===== config.mk =====
export PLATFORM = sky130hd
export DESIGN_NAME = lfsr_seq_ctrl
export DESIGN_NICKNAME = d
export VERILOG_FILES = /design/src/rtl/lfsr_seq_ctrl.sv
export SDC_FILE = /design/constraint.sdc
export NUM_CORES = 1
export LEC_CHECK = 0
export ABC_AREA = 1
export BUFFER_PORTS_ARGS = -buffer_cell sky130_fd_sc_hd__buf_2
export CORE_MARGIN = 2
export CORE_UTILIZATION = 56
export CTS_BUF_LIST = sky130_fd_sc_hd__clkbuf_16
export CTS_CLUSTER_SIZE = 28
export DETAILED_ROUTE_END_ITERATION = 6
export PLACE_DENSITY = 0.87
export SYNTH_ARGS = -nofsm -noshare
export SYNTH_HDL_FRONTEND = slang
export SYNTH_SLANG_ARGS = --single-unit

===== constraint.sdc =====
create_clock -name clk -period 2.3 [get_ports clk]
set_clock_uncertainty 0.2 [all_clocks]
set_input_delay 0.115 -clock clk [delete_from_list [all_inputs] [get_ports clk]]
set_output_delay 0.115 -clock clk [all_outputs]
set_load 0.005 [all_outputs]

===== src/rtl/lfsr_seq_ctrl.sv =====
// lfsr_seq_ctrl
// Sequencing controller for a WIDTH-bit D-flip-flop shift/LFSR register bank.
// It seeds the bank, steps it either until the bank returns to its seed
// (FREE, period measurement) or for a fixed number of shifts (COUNT). It also
// keeps a shadow copy of the expected bank contents so a faulty bank is caught
// in-system. Every state update happens on the falling clock edge, the same
// edge the bank uses, so dp_load/dp_shift act on the edge that ends the cycle
// in which they are asserted.
//
// Handshake: start is sampled only in IDLE, and only when abort is low.
// busy is high while the controller owns the bank (LOAD and RUN). Completion
// is a single-cycle done pulse with busy low. An error parks the controller
// in ERR (err=1, err_code valid) until abort returns it to IDLE. A start seen
// in any state other than IDLE is ignored, not queued.
module lfsr_seq_ctrl #(
    parameter int               WIDTH     = 4,
    parameter logic [WIDTH-1:0] TAPS      = WIDTH'(4'b0011),
    parameter int               CNT_W     = 8,
    parameter int               MAX_STEPS = 255
) (
    input  logic             clk,
    input  logic             clear,
    input  logic             start,
    input  logic             mode,
    input  logic [WIDTH-1:0] seed_in,
    input  logic [CNT_W-1:0] n_steps,
    input  logic             hold,
    input  logic             abort,
    input  logic [WIDTH-1:0] dp_q,
    output logic             dp_load,
    output logic [WIDTH-1:0] dp_seed,
    output logic             dp_shift,
    output logic             busy,
    output logic             done,
    output logic             err,
    output logic [1:0]       err_code,
    output logic [CNT_W-1:0] period,
    output logic [2:0]       state_dbg
);

    typedef enum logic [2:0] {
        S_IDLE = 3'd0,
        S_LOAD = 3'd1,
        S_RUN  = 3'd2,
        S_DONE = 3'd3,
        S_ERR  = 3'd4
    } state_t;

    localparam logic       MODE_FREE    = 1'b0;
    localparam logic       MODE_COUNT   = 1'b1;
    localparam logic [1:0] ERR_NONE     = 2'b00;
    localparam logic [1:0] ERR_ZERO     = 2'b01;
    localparam logic [1:0] ERR_MISMATCH = 2'b10;
    localparam logic [1:0] ERR_TIMEOUT  = 2'b11;

    // The timeout fires at MAX_CNT, so step_q can never wrap.
    localparam logic [CNT_W-1:0] MAX_CNT = CNT_W'(MAX_STEPS);
    localparam logic [CNT_W-1:0] CNT_ONE = CNT_W'(1);

    state_t           state_q, state_d;
    logic [WIDTH-1:0] seed_q, seed_d;
    logic             mode_q, mode_d;
    logic [CNT_W-1:0] nsteps_q, nsteps_d;
    logic [WIDTH-1:0] exp_q, exp_d;
    logic [CNT_W-1:0] step_q, step_d;
    logic [CNT_W-1:0] period_q, period_d;
    logic [1:0]       err_code_q, err_code_d;
    logic             shift_en;

    // One bank step: new MSB is the parity of the tapped bits, the rest shift right.
    function automatic logic [WIDTH-1:0] lfsr_next(input logic [WIDTH-1:0] x);
        return {^(x & TAPS), x[WIDTH-1:1]};
    endfunction

    // Completion conditions for the two run modes, evaluated on the live bank value.
    logic free_hit;
    logic count_hit;
    logic free_timeout;
    assign free_hit     = (mode_q == MODE_FREE) && (step_q != '0) && (dp_q == seed_q);
    assign count_hit    = (mode_q == MODE_COUNT) && (step_q == nsteps_q);
    assign free_timeout = (mode_q == MODE_FREE) && (step_q == MAX_CNT);

    // Next-state and datapath control; abort beats everything, then the
    // shadow mismatch check, then completion, then timeout, then shifting.
    always_comb begin
        state_d    = state_q;
        seed_d     = seed_q;
        mode_d     = mode_q;
        nsteps_d   = nsteps_q;
        exp_d      = exp_q;
        step_d     = step_q;
        period_d   = period_q;
        err_code_d = err_code_q;
        shift_en   = 1'b0;

        if (abort) begin
            state_d = S_IDLE;
        end else begin
            unique case (state_q)
                S_IDLE: begin
                    if (start) begin
                        seed_d     = seed_in;
                        mode_d     = mode;
                        nsteps_d   = n_steps;
                        period_d   = '0;
                        err_code_d = ERR_NONE;
                        if (seed_in == '0) begin
                            // An all-zero seed would lock the bank at zero.
                            state_d    = S_ERR;
                            err_code_d = ERR_ZERO;
                        end else begin
                            state_d = S_LOAD;
                        end
                    end
                end
                S_LOAD: begin
                    exp_d   = seed_q;
                    step_d  = '0;
                    state_d = S_RUN;
                end
                S_RUN: begin
                    if (dp_q != exp_q) begin
                        state_d    = S_ERR;
                        err_code_d = ERR_MISMATCH;
                    end else if (free_hit || count_hit) begin
                        // No shift on this edge: the bank rests on the final value.
                        period_d = step_q;
                        state_d  = S_DONE;
                    end else if (free_timeout) begin
                        state_d    = S_ERR;
                        err_code_d = ERR_TIMEOUT;
                    end else if (!hold) begin
                        shift_en = 1'b1;
                        exp_d    = lfsr_next(exp_q);
                        step_d   = step_q + CNT_ONE;
                    end
                end
                S_DONE: begin
                    state_d = S_IDLE;
                end
                S_ERR: begin
                    state_d = S_ERR;
                end
                default: begin
                    state_d = S_IDLE;
                end
            endcase
        end
    end

    // Falling-edge state register with asynchronous active-low clear.
    always_ff @(negedge clk or negedge clear) begin
        if (!clear) begin
            state_q    <= S_IDLE;
            seed_q     <= '0;
            mode_q     <= 1'b0;
            nsteps_q   <= '0;
            exp_q      <= '0;
            step_q     <= '0;
            period_q   <= '0;
            err_code_q <= ERR_NONE;
        end else begin
            state_q    <= state_d;
            seed_q     <= seed_d;
            mode_q     <= mode_d;
            nsteps_q   <= nsteps_d;
            exp_q      <= exp_d;
            step_q     <= step_d;
            period_q   <= period_d;
            err_code_q <= err_code_d;
        end
    end

    // Moore outputs decoded from the state register; dp_shift is the only
    // combinational control so the bank can be frozen in the same cycle.
    assign dp_load   = (state_q == S_LOAD);
    assign dp_seed   = seed_q;
    assign dp_shift  = shift_en;
    assign busy      = (state_q == S_LOAD) || (state_q == S_RUN);
    assign done      = (state_q == S_DONE);
    assign err       = (state_q == S_ERR);
    assign err_code  = err_code_q;
    assign period    = period_q;
    assign state_dbg = state_q;

endmodule


==> flow_summary_export.csv, run 1 <==
group,metric,value,unit
outcome,lastStage,"global routing",
place,place_congestion,0.921,
synthesis,synth_seq_cells,38,
synthesis,yosys.area_share.simple,38.9,%
synthesis,netlist_area,2380,um^2
synthesis,synthXorXnorAreaFrac,2.58,%
floorplanning,start_util,58.6,%
synthesis,synthCells,321,
floorplanning,die_w,69.2,um
synthesis,synth_top_family_by_area,"simple AND/OR/NAND/NOR gates",
global_route,gr-usage-all-layers,77.6,%
place,place_ws,-0.503,ns
synthesis,syn_avg_cell_area,7.41,um^2
clocking,postCtsHoldBufs,0,
clocking,htree_levels,2,
floorplanning,row_count,23,
floorplanning,die_h,69.2,um
clocking,ctsLongestPathBuffers,2,
global_route,grt_overflow_total,87,
outcome,outcome,"stopped before the end",
synthesis,yosys_warnings,0,
synthesis,synth_compound_gate_area_share,5.21,%
synthesis,synth_top_area_share,40.0,%
synthesis,synthAdderAreaFrac,1.05,%
clocking,cts_buffers,5,
synthesis,synth_cell_types,30,
place,port_buffers,43,
place,hpwlAfterDp,4.53,mm
synthesis,yosysSeqAreaShare,40.0,%
outcome,error,"[ERROR GRT-0232] Routing congestion too high. Check the congestion heatmap in the GUI.",
floorplanning,io_pins,44,
synthesis,yosysTopAreaCell,"dfrtn_1",
synthesis,synthMuxAreaShare,1.42,%
timing,worst-endpoint-pin-kind,"output port",
global_route,grt_max_degree,39,
timing,grt-worst-endpoint,"dp_shift",
clocking,cts_sinks,38,
synthesis,yosys-top-cells-area,"dfrtn_1 40%, nand2_1 16%, nand4_1 6.0%",
synthesis,syn_nets,345,
clocking,cts_root_buf,"clkbuf_16",
-- routing by layer --
layer	track usage, %	GRT overflow
met5	0	0
met4	88.9	40
met3	53.6	1
met2	96.7	46
met1	77.9	0
-- through the flow --
stage | instances | cell area, um^2 | hold WS, ns
floorplan | 321 | 2430 | 0.0547
CTS | 489 | 3570 | 0.215
global placement | 454 | 3030 | 0.210
detailed placement | 454 | 3030 | 0.213
-- repair_timing --
action / CTS
cloned: 1
buffers inserted: 37
endpoints found under the setup margin: 37
gates resized for setup: 55
pin swaps: 16
-- synth_stat cells --
cell and n:
o21ai_0 10, buf_12 1, nor2_4 3, mux2_2 3
xor2_1 6, nand2_4 3, inv_2 7, nor2_1 29
nand3_2 2, buf_4 1, inv_4 1, nand3_1 14
nand2_1 101, o21ai_1 1, ha_1 2, nand4_1 23
nand2_2 5, nor3_1 4, o21ai_2 1, inv_1 32
xnor2_1 1, a21oi_1 12, nor2_2 4, clkinv_1 1
nor3b_1 1, buf_6 3, clkbuf_1 4, buf_2 5
dfrtn_1 38, nand3_4 3
-- cell families after synthesis --
kind of cell,Yosys count
multiplexers,3
AND/OR/NAND/NOR,192
adder cells (fa/ha/maj),2
buffers and inverters,55
flip-flops,38
XOR/XNOR,7
AO/OA/AOI/OAI,24
==> inputs of run 2 (changes only) <==
--- a/config.mk
+++ b/config.mk
@@ -8,11 +8,9 @@
 export ABC_AREA = 1
 export BUFFER_PORTS_ARGS = -buffer_cell sky130_fd_sc_hd__buf_2
 export CORE_MARGIN = 2
-export CORE_UTILIZATION = 56
-export CTS_BUF_LIST = sky130_fd_sc_hd__clkbuf_16
-export CTS_CLUSTER_SIZE = 28
+export CORE_UTILIZATION = 40
 export DETAILED_ROUTE_END_ITERATION = 6
-export PLACE_DENSITY = 0.87
+export PLACE_DENSITY_LB_ADDON = 0.15
 export SYNTH_ARGS = -nofsm -noshare
 export SYNTH_HDL_FRONTEND = slang
 export SYNTH_SLANG_ARGS = --single-unit
==> run 2 against run 1 <==
The flow now finishes, with violations (negative setup slack). Synthesized cell count did not move. Area after synthesis did not move.
==> flow_summary_export.csv, run 2 <==
group,metric,value,unit
floorplanning,die_h,81.1,um
global_route,grt_pass1_wl,10.6,mm
worst_hold_path,hold_path_class,"reg -> reg",
timing,final-hold-violation-count,0,
floorplanning,row_count,28,
routing,viasPerCell,4.95,
timing,rsz0062_at_grt,"yes",
outcome,outcome,"finished with violations",
clocking,cts_buffers,5,
place,place_congestion,0.896,
power,p_leak,1.94,nW
synthesis,async_flop_share,100,%
worst_setup_path,crit_chain,"inv_1 -> nand2_2 -> nand2_2 -> nor2_2 -> nand2_2 -> nor2_4 -> nand2_2 -> nor3_2 -> buf_2",
clocking,cts.clk_slew.worst_paths,0.05,ns
flow_run,maxCapViolCount,0,
synthesis,synth_edf_count,0,
synthesis,yosys-top-cells-area,"dfrtn_1 40%, nand2_1 16%, nand4_1 6.0%",
worst_setup_path,cp.buffers_inverters,2,
synthesis,synthAdderAreaFrac,1.05,%
place,hpwlAfterDp,4.39,mm
clocking,cts_sinks,38,
synthesis,synthCells,321,
worst_setup_path,cp.arrival,2.87,ns
power,p_clk_share,16.1,%
outcome,violations,"negative setup slack",
timing,holdWs,0.209,ns
routing,drc,0,
routing,wl_per_cell,13.7,um
worst_setup_path,critPathSlowestCell,"dfrtn_1",
synthesis,synth_compound_gate_area_share,5.21,%
routing,first_pass_iters,4,
finish,final_common_cell,"nand2_1",
worst_setup_path,ff2ff_path_depth,14,
worst_setup_path,path_delay_family,"simple AND/OR/NAND/NOR gates",
power,ir_drop,0.617,mV
power,seqPwrFrac,28.6,%
worst_setup_path,start_kind,"register",
synthesis,netlist_top_cells_count,"101 x nand2_1, 38 x dfrtn_1, 32 x inv_1",
synthesis,ys.flop_type,"dfrtn_1",
routing,vias,2535,
worst_hold_path,holdPathStages,2,
power,switching_power,1.41,mW
timing,tightestPinTransition,0.323,ns
finish,diodes,0,
timing,setup_violations,37,
floorplanning,design.core.area,5820,um^2
synthesis,synthXorXnorAreaFrac,2.58,%
finish,drive_above_1_share,47.4,%
synthesis,yosysSeqAreaShare,40.0,%
floorplanning,die_area,6580,um^2
finish,stdcell_count,512,
routing,postRouteAntennaNets,0,
power,intPower,2.16,mW
synthesis,synth_top_family_by_area,"simple AND/OR/NAND/NOR gates",
synthesis,yosys.area_share.simple,38.9,%
place,placed_area,3080,um^2
synthesis,synth_seq_cells,38,
clocking,postCtsHoldBufs,0,
global_route,grt_pass1_vias,2243,
clocking,cts_root_buf,"clkbuf_8",
finish,final_nets,460,
worst_setup_path,cp_common_cell,"nand2_2",
place,port_buffers,43,
clocking,insertion_delay,0.30,ns
finish,fin_area,3720,um^2
global_route,antenna_found_initial,0,
power,p_comb_share,55.4,%
clocking,ctsLongestPathBuffers,2,
synthesis,synth_cell_types,30,
routing,wirelength,6.99,mm
worst_setup_path,path_class,"reg -> out",
synthesis,yosys_warnings,0,
routing,met2WireLength,3.49,mm
power,power_density,958,nW/um^2
power,switching_share,39.5,%
synthesis,syn_avg_cell_area,7.41,um^2
worst_setup_path,path_depth,9,
floorplanning,io_pins,44,
synthesis,syn_nets,345,
routing,met1Wirelength,3.03,mm
global_route,grt_overflow_total,0,
timing,max-slew-margin-rel,78.4,%
place,place_inst,480,
timing,drv_slew,0,
synthesis,yosysMostFrequentCell,"nand2_1",
global_route,grt_max_degree,39,
finish,mostFrequentLayoutCells,"86 x nand2_1, 56 x buf_4, 38 x dfrtn_1",
synthesis,netlist_area,2380,um^2
clocking,htree_levels,2,
global_route,gr-usage-all-layers,20.6,%
timing,setup_ws,-0.882,ns
floorplanning,start_util,40.9,%
finish,area_growth,56.6,%
worst_setup_path,cp_max_fo,3,
routing,wl_met3,312,um
worst_setup_path,worstSetupEndpointType,"output pin",
floorplanning,die_w,81.1,um
routing,drt-initial-drc-count,201,
clocking,tritoncts,"done",
worst_setup_path,critPathMaxStageDelay,0.45,ns
synthesis,synth_top_area_share,40.0,%
synthesis,synthMuxAreaShare,1.42,%
worst_setup_path,cp.required,1.99,ns
synthesis,yosysTopAreaCell,"dfrtn_1",
routing,highest_layer,"met4",
==> run 2: cell counts after synthesis <==
Identical to the previous run, type by type.
==> run 2: cell type report <==
class | count | area, um^2
inverter | 41 | 188
clock buffer | 5 | 68.8
tap | 75 | 93.8
fill | 517 | 2090
sequential | 38 | 951
multi-input combinational | 230 | 1400
clock inverter | 3 | 40.0
timing repair buffer | 120 | 987
==> run 2: timing repair <==
action	CTS	global route
gates cloned	1	1
pin swaps	18	10
setup buffers	11	14
resized for setup	45	46
endpoints found under the setup margin	36	48
==> run 2: worst reg2reg max path, delay by kind of cell (launching register included) <==
family	cells	cell delay (ns)
buf+inv	5	0.54
flops	1	0.53
simple gates	7	0.50
fa+ha+maj	1	0.18
compound gates	1	0.15
==> run 2: power groups by stage <==
stage          Combinational (mW)  Clock [mW]  Sequential (mW)
6_report                     1.98       0.574             1.02
4_1_cts                      1.72       0.586             1.00
5_1_grt                      2.16       0.616             1.04
3_5_place_dp                 1.44           0             1.01
2_1_floorplan               0.821           0             1.00
3_3_place_gp                 1.43           0            0.999
==> run 2: cells by family (layout without fill, tap and decap cells) <==
logic type / count (synthesis) / in the layout
XOR/XNOR: 7 / 7
AND/OR/NAND/NOR: 192 / 194
multiplexers: 3 / 3
adder cells (fa/ha/maj): 2 / 2
buffers and inverters: 55 / 169
AO/OA/AOI/OAI: 24 / 24
flip-flops: 38 / 38
==> run 2: metrics by stage <==
stage,setup slack (ns),util [%],power [mW],TNS [ns]
finish,-0.882,64.0,3.57,-7.53
global placement,-0.537,53.0,2.43,-14.46
floorplan,-0.343,-,1.82,-4.33
CTS,-0.817,59.6,3.31,-5.55
global route,-0.971,64.0,3.82,-9.43
detailed placement,-0.550,53.0,2.45,-14.70
==> run 2: path summary, 6_finish.rpt <==
check                                           start                 endpoint  slack (ns)
worst max-delay path             exp_q[3]$_DFFE_NN0P_                 dp_shift       -0.88
worst min register to register  period[2]$_DFFE_NN0P_    period[2]$_DFFE_NN0P_        0.21
max in group asynchronous                       clear  nsteps_q[0]$_DFFE_NN0P_        1.07
worst max register to register  step_q[0]$_DFFE_NN0P_  err_code[0]$_DFFE_NN0P_        0.05
min in group asynchronous                       clear    period[1]$_DFFE_NN0P_        0.61
worst min-delay path            period[2]$_DFFE_NN0P_    period[2]$_DFFE_NN0P_        0.21
==> run 2: per-layer routing <==
metal	vias to the layer above	GRT usage [%]
li1	1257	-
met1	1185	28.1
met2	76	34.3
met3	17	3.22
met4	0	4.92
met5	-	0
Note: power is estimated with default switching activity, not from simulation.
==> inputs of run 3 (changes only) <==
--- a/config.mk
+++ b/config.mk
@@ -10,7 +10,7 @@
 export CORE_MARGIN = 2
 export CORE_UTILIZATION = 40
 export DETAILED_ROUTE_END_ITERATION = 6
-export PLACE_DENSITY_LB_ADDON = 0.15
+export PLACE_DENSITY_LB_ADDON = 0.08
 export SYNTH_ARGS = -nofsm -noshare
 export SYNTH_HDL_FRONTEND = slang
 export SYNTH_SLANG_ARGS = --single-unit
==> run 3 against run 2 <==
Core utilization up 2.0 points. The run still ends with negative setup slack left. Hold slack gained 0.0039 ns. Setup slack improved by 0.095 ns. Sequential share of layout area down 0.77 points. Clock power decreased by 4.9%.
==> flow_summary_export.csv, run 3 (same netlist as run 2, synthesis figures left out) <==
group,metric,value,unit
routing,drc,0,
timing,max-slew-margin-rel,76.2,%
power,p_clk_share,14.5,%
finish,final_core_util,66.0,%
power,switching_power,1.49,mW
finish,final_common_cell,"buf_4",
routing,first_pass_iters,5,
worst_setup_path,rr_startpoint,"state_dbg[1]$_DFFE_NN0P_",
clocking,cts.clk_slew.worst_paths,0.05,ns
global_route,grt_max_degree,39,
worst_setup_path,cp.arrival,2.77,ns
worst_hold_path,holdPathStages,2,
place,place_congestion,0.843,
timing,fin_tns_setup,-10.91,ns
floorplanning,io_pins,44,
power,switching_share,39.7,%
finish,area_growth,61.5,%
timing,final-hold-violation-count,0,
timing,rsz0062_at_grt,"yes",
clocking,insertion_delay,0.30,ns
timing,setup_ws,-0.788,ns
outcome,outcome,"finished with violations",
floorplanning,start_util,40.9,%
global_route,grt_pass1_wl,11.5,mm
routing,viasPerCell,4.92,
worst_hold_path,hold_path_class,"reg -> reg",
worst_setup_path,path_delay_family,"simple AND/OR/NAND/NOR gates",
worst_setup_path,worstSetupEndpointType,"output pin",
power,p_comb_share,58.6,%
routing,postRouteAntennaNets,0,
flow_run,maxCapViolCount,0,
clocking,cts_buffers,5,
timing,tightestPinTransition,0.356,ns
global_route,grt_pass1_vias,2404,
outcome,violations,"negative setup slack",
finish,final_nets,473,
timing,setup_violations,38,
worst_setup_path,rrSetupSlack,-0.37,ns
routing,drt-initial-drc-count,202,
routing,wl_per_cell,13.9,um
finish,diodes,0,
timing,holdWs,0.213,ns
worst_hold_path,min_to,"period[2]$_DFFE_NN0P_",
finish,mostFrequentLayoutCells,"69 x buf_4, 66 x nand2_1, 38 x nand2_2, 38 x dfrtn_1",
floorplanning,design.core.area,5820,um^2
worst_setup_path,cp_common_cell,"nand2_2",
clocking,cts_sinks,38,
worst_setup_path,path_class,"reg -> out",
clocking,cts_root_buf,"clkbuf_8",
floorplanning,row_count,28,
worst_hold_path,hold_start,"period[2]$_DFFE_NN0P_",
clocking,htree_levels,2,
routing,wirelength,7.32,mm
power,seqPwrFrac,26.9,%
power,ir_drop,0.811,mV
power,intPower,2.27,mW
global_route,antenna_found_initial,0,
clocking,ctsLongestPathBuffers,2,
place,port_buffers,43,
worst_setup_path,crit_chain,"inv_2 -> nand2_2 -> nand2_2 -> nor2_2 -> nand2_2 -> nor2_4 -> nand2_2 -> nor3_2 -> buf_2",
place,hpwlAfterDp,4.45,mm
place,place_inst,483,
global_route,gr-usage-all-layers,23.1,%
worst_setup_path,rr_endpoint,"exp_q[3]$_DFFE_NN0P_",
worst_setup_path,start_kind,"register",
timing,drv_slew,0,
power,power_density,980,nW/um^2
power,p_leak,2.00,nW
clocking,tritoncts,"done",
worst_setup_path,ff2ff_path_depth,17,
worst_setup_path,cp_max_fo,4,
worst_setup_path,cp.buffers_inverters,2,
power,power,3.76,mW
floorplanning,die_w,81.1,um
finish,fin_area,3840,um^2
place,placed_area,3090,um^2
finish,drive_above_1_share,53.6,%
worst_setup_path,cp.required,1.99,ns
global_route,grt_overflow_total,0,
floorplanning,die_area,6580,um^2
place,place_ws,-0.536,ns
floorplanning,die_h,81.1,um
finish,stdcell_count,525,
worst_setup_path,critPathSlowestCell,"dfrtn_1",
routing,vias,2583,
worst_setup_path,critPathMaxStageDelay,0.49,ns
run 3: cell count changes in the layout (fill, tap and decap cells not counted), moves of 3 or more:
cell	delta
nand2_2	+21
nand2_1	-20
buf_4	+13
clkbuf_8	+3
inv_4	+3
inv_6	-3
nand3_2	-3
nor2_1	-3
nor2_2	+3
run 3: worst max-delay path by stage:
| stage | from | to | cells after the start |
|---|---|---|---|
| 3_5_place_dp | dp_q[0] | state_dbg[2]$_DFFE_NN0P_ | 14 |
| 6_report | exp_q[1]$_DFFE_NN0P_ | dp_shift | 9 |
| 4_1_cts | step_q[6]$_DFFE_NN0P_ | dp_shift | 9 |
| 3_3_place_gp | exp_q[2]$_DFFE_NN0P_ | dp_shift | 9 |
| 5_1_grt | step_q[6]$_DFFE_NN0P_ | dp_shift | 9 |
| 2_1_floorplan | step_q[0]$_DFFE_NN0P_ | dp_shift | 8 |
run 3: per-layer routing:
layer | wire, um | track usage (%)
met3 | 395 | 4.44
met5 | 0 | 0
met1 | 3220 | 31.3
met2 | 3520 | 37.4
met4 | 191 | 7.29
run 3: final cells by class:
| class | instances | area [um^2] |
|---|---|---|
| Fill cell | 489 | 1970 |
| Multi-Input combinational cell | 229 | 1410 |
| Timing Repair Buffer | 134 | 1090 |
| Sequential cell | 38 | 951 |
| Inverter | 41 | 188 |
| Clock buffer | 8 | 110 |
| Tap cell | 75 | 93.8 |
run 3: what timing repair did:
| action | CTS | global route |
|---|---|---|
| resized for setup | 66 | 45 |
| buffers inserted | 31 | 8 |
| pin swaps | 33 | 13 |
| hold buffers | 0 | 0 |
| setup endpoints to repair | 37 | 47 |
| cloned | 1 | 0 |
run 3: worst reg2reg max path, stage by stage (launching register included):
cell	delay, ns
dfrtn_1	0.47
buf_6	0.14
inv_8	0.04
nand3_4	0.08
nand2_4	0.07
buf_4	0.13
buf_4	0.12
buf_4	0.12
buf_4	0.13
buf_4	0.13
buf_4	0.12
buf_4	0.12
buf_4	0.13
inv_2	0.07
nor2_2	0.08
buf_4	0.19
nand4_1	0.13
nand2_1	0.06
run 3: power groups by stage:
stage / Combinational (mW) / Sequential, mW / Clock [mW]
after floorplan: 0.821 / 1.00 / 0
after global placement: 1.47 / 0.996 / 0
after detailed placement: 1.49 / 0.999 / 0
after CTS: 1.94 / 1.00 / 0.558
after global routing: 2.39 / 1.04 / 0.590
final: 2.20 / 1.01 / 0.546
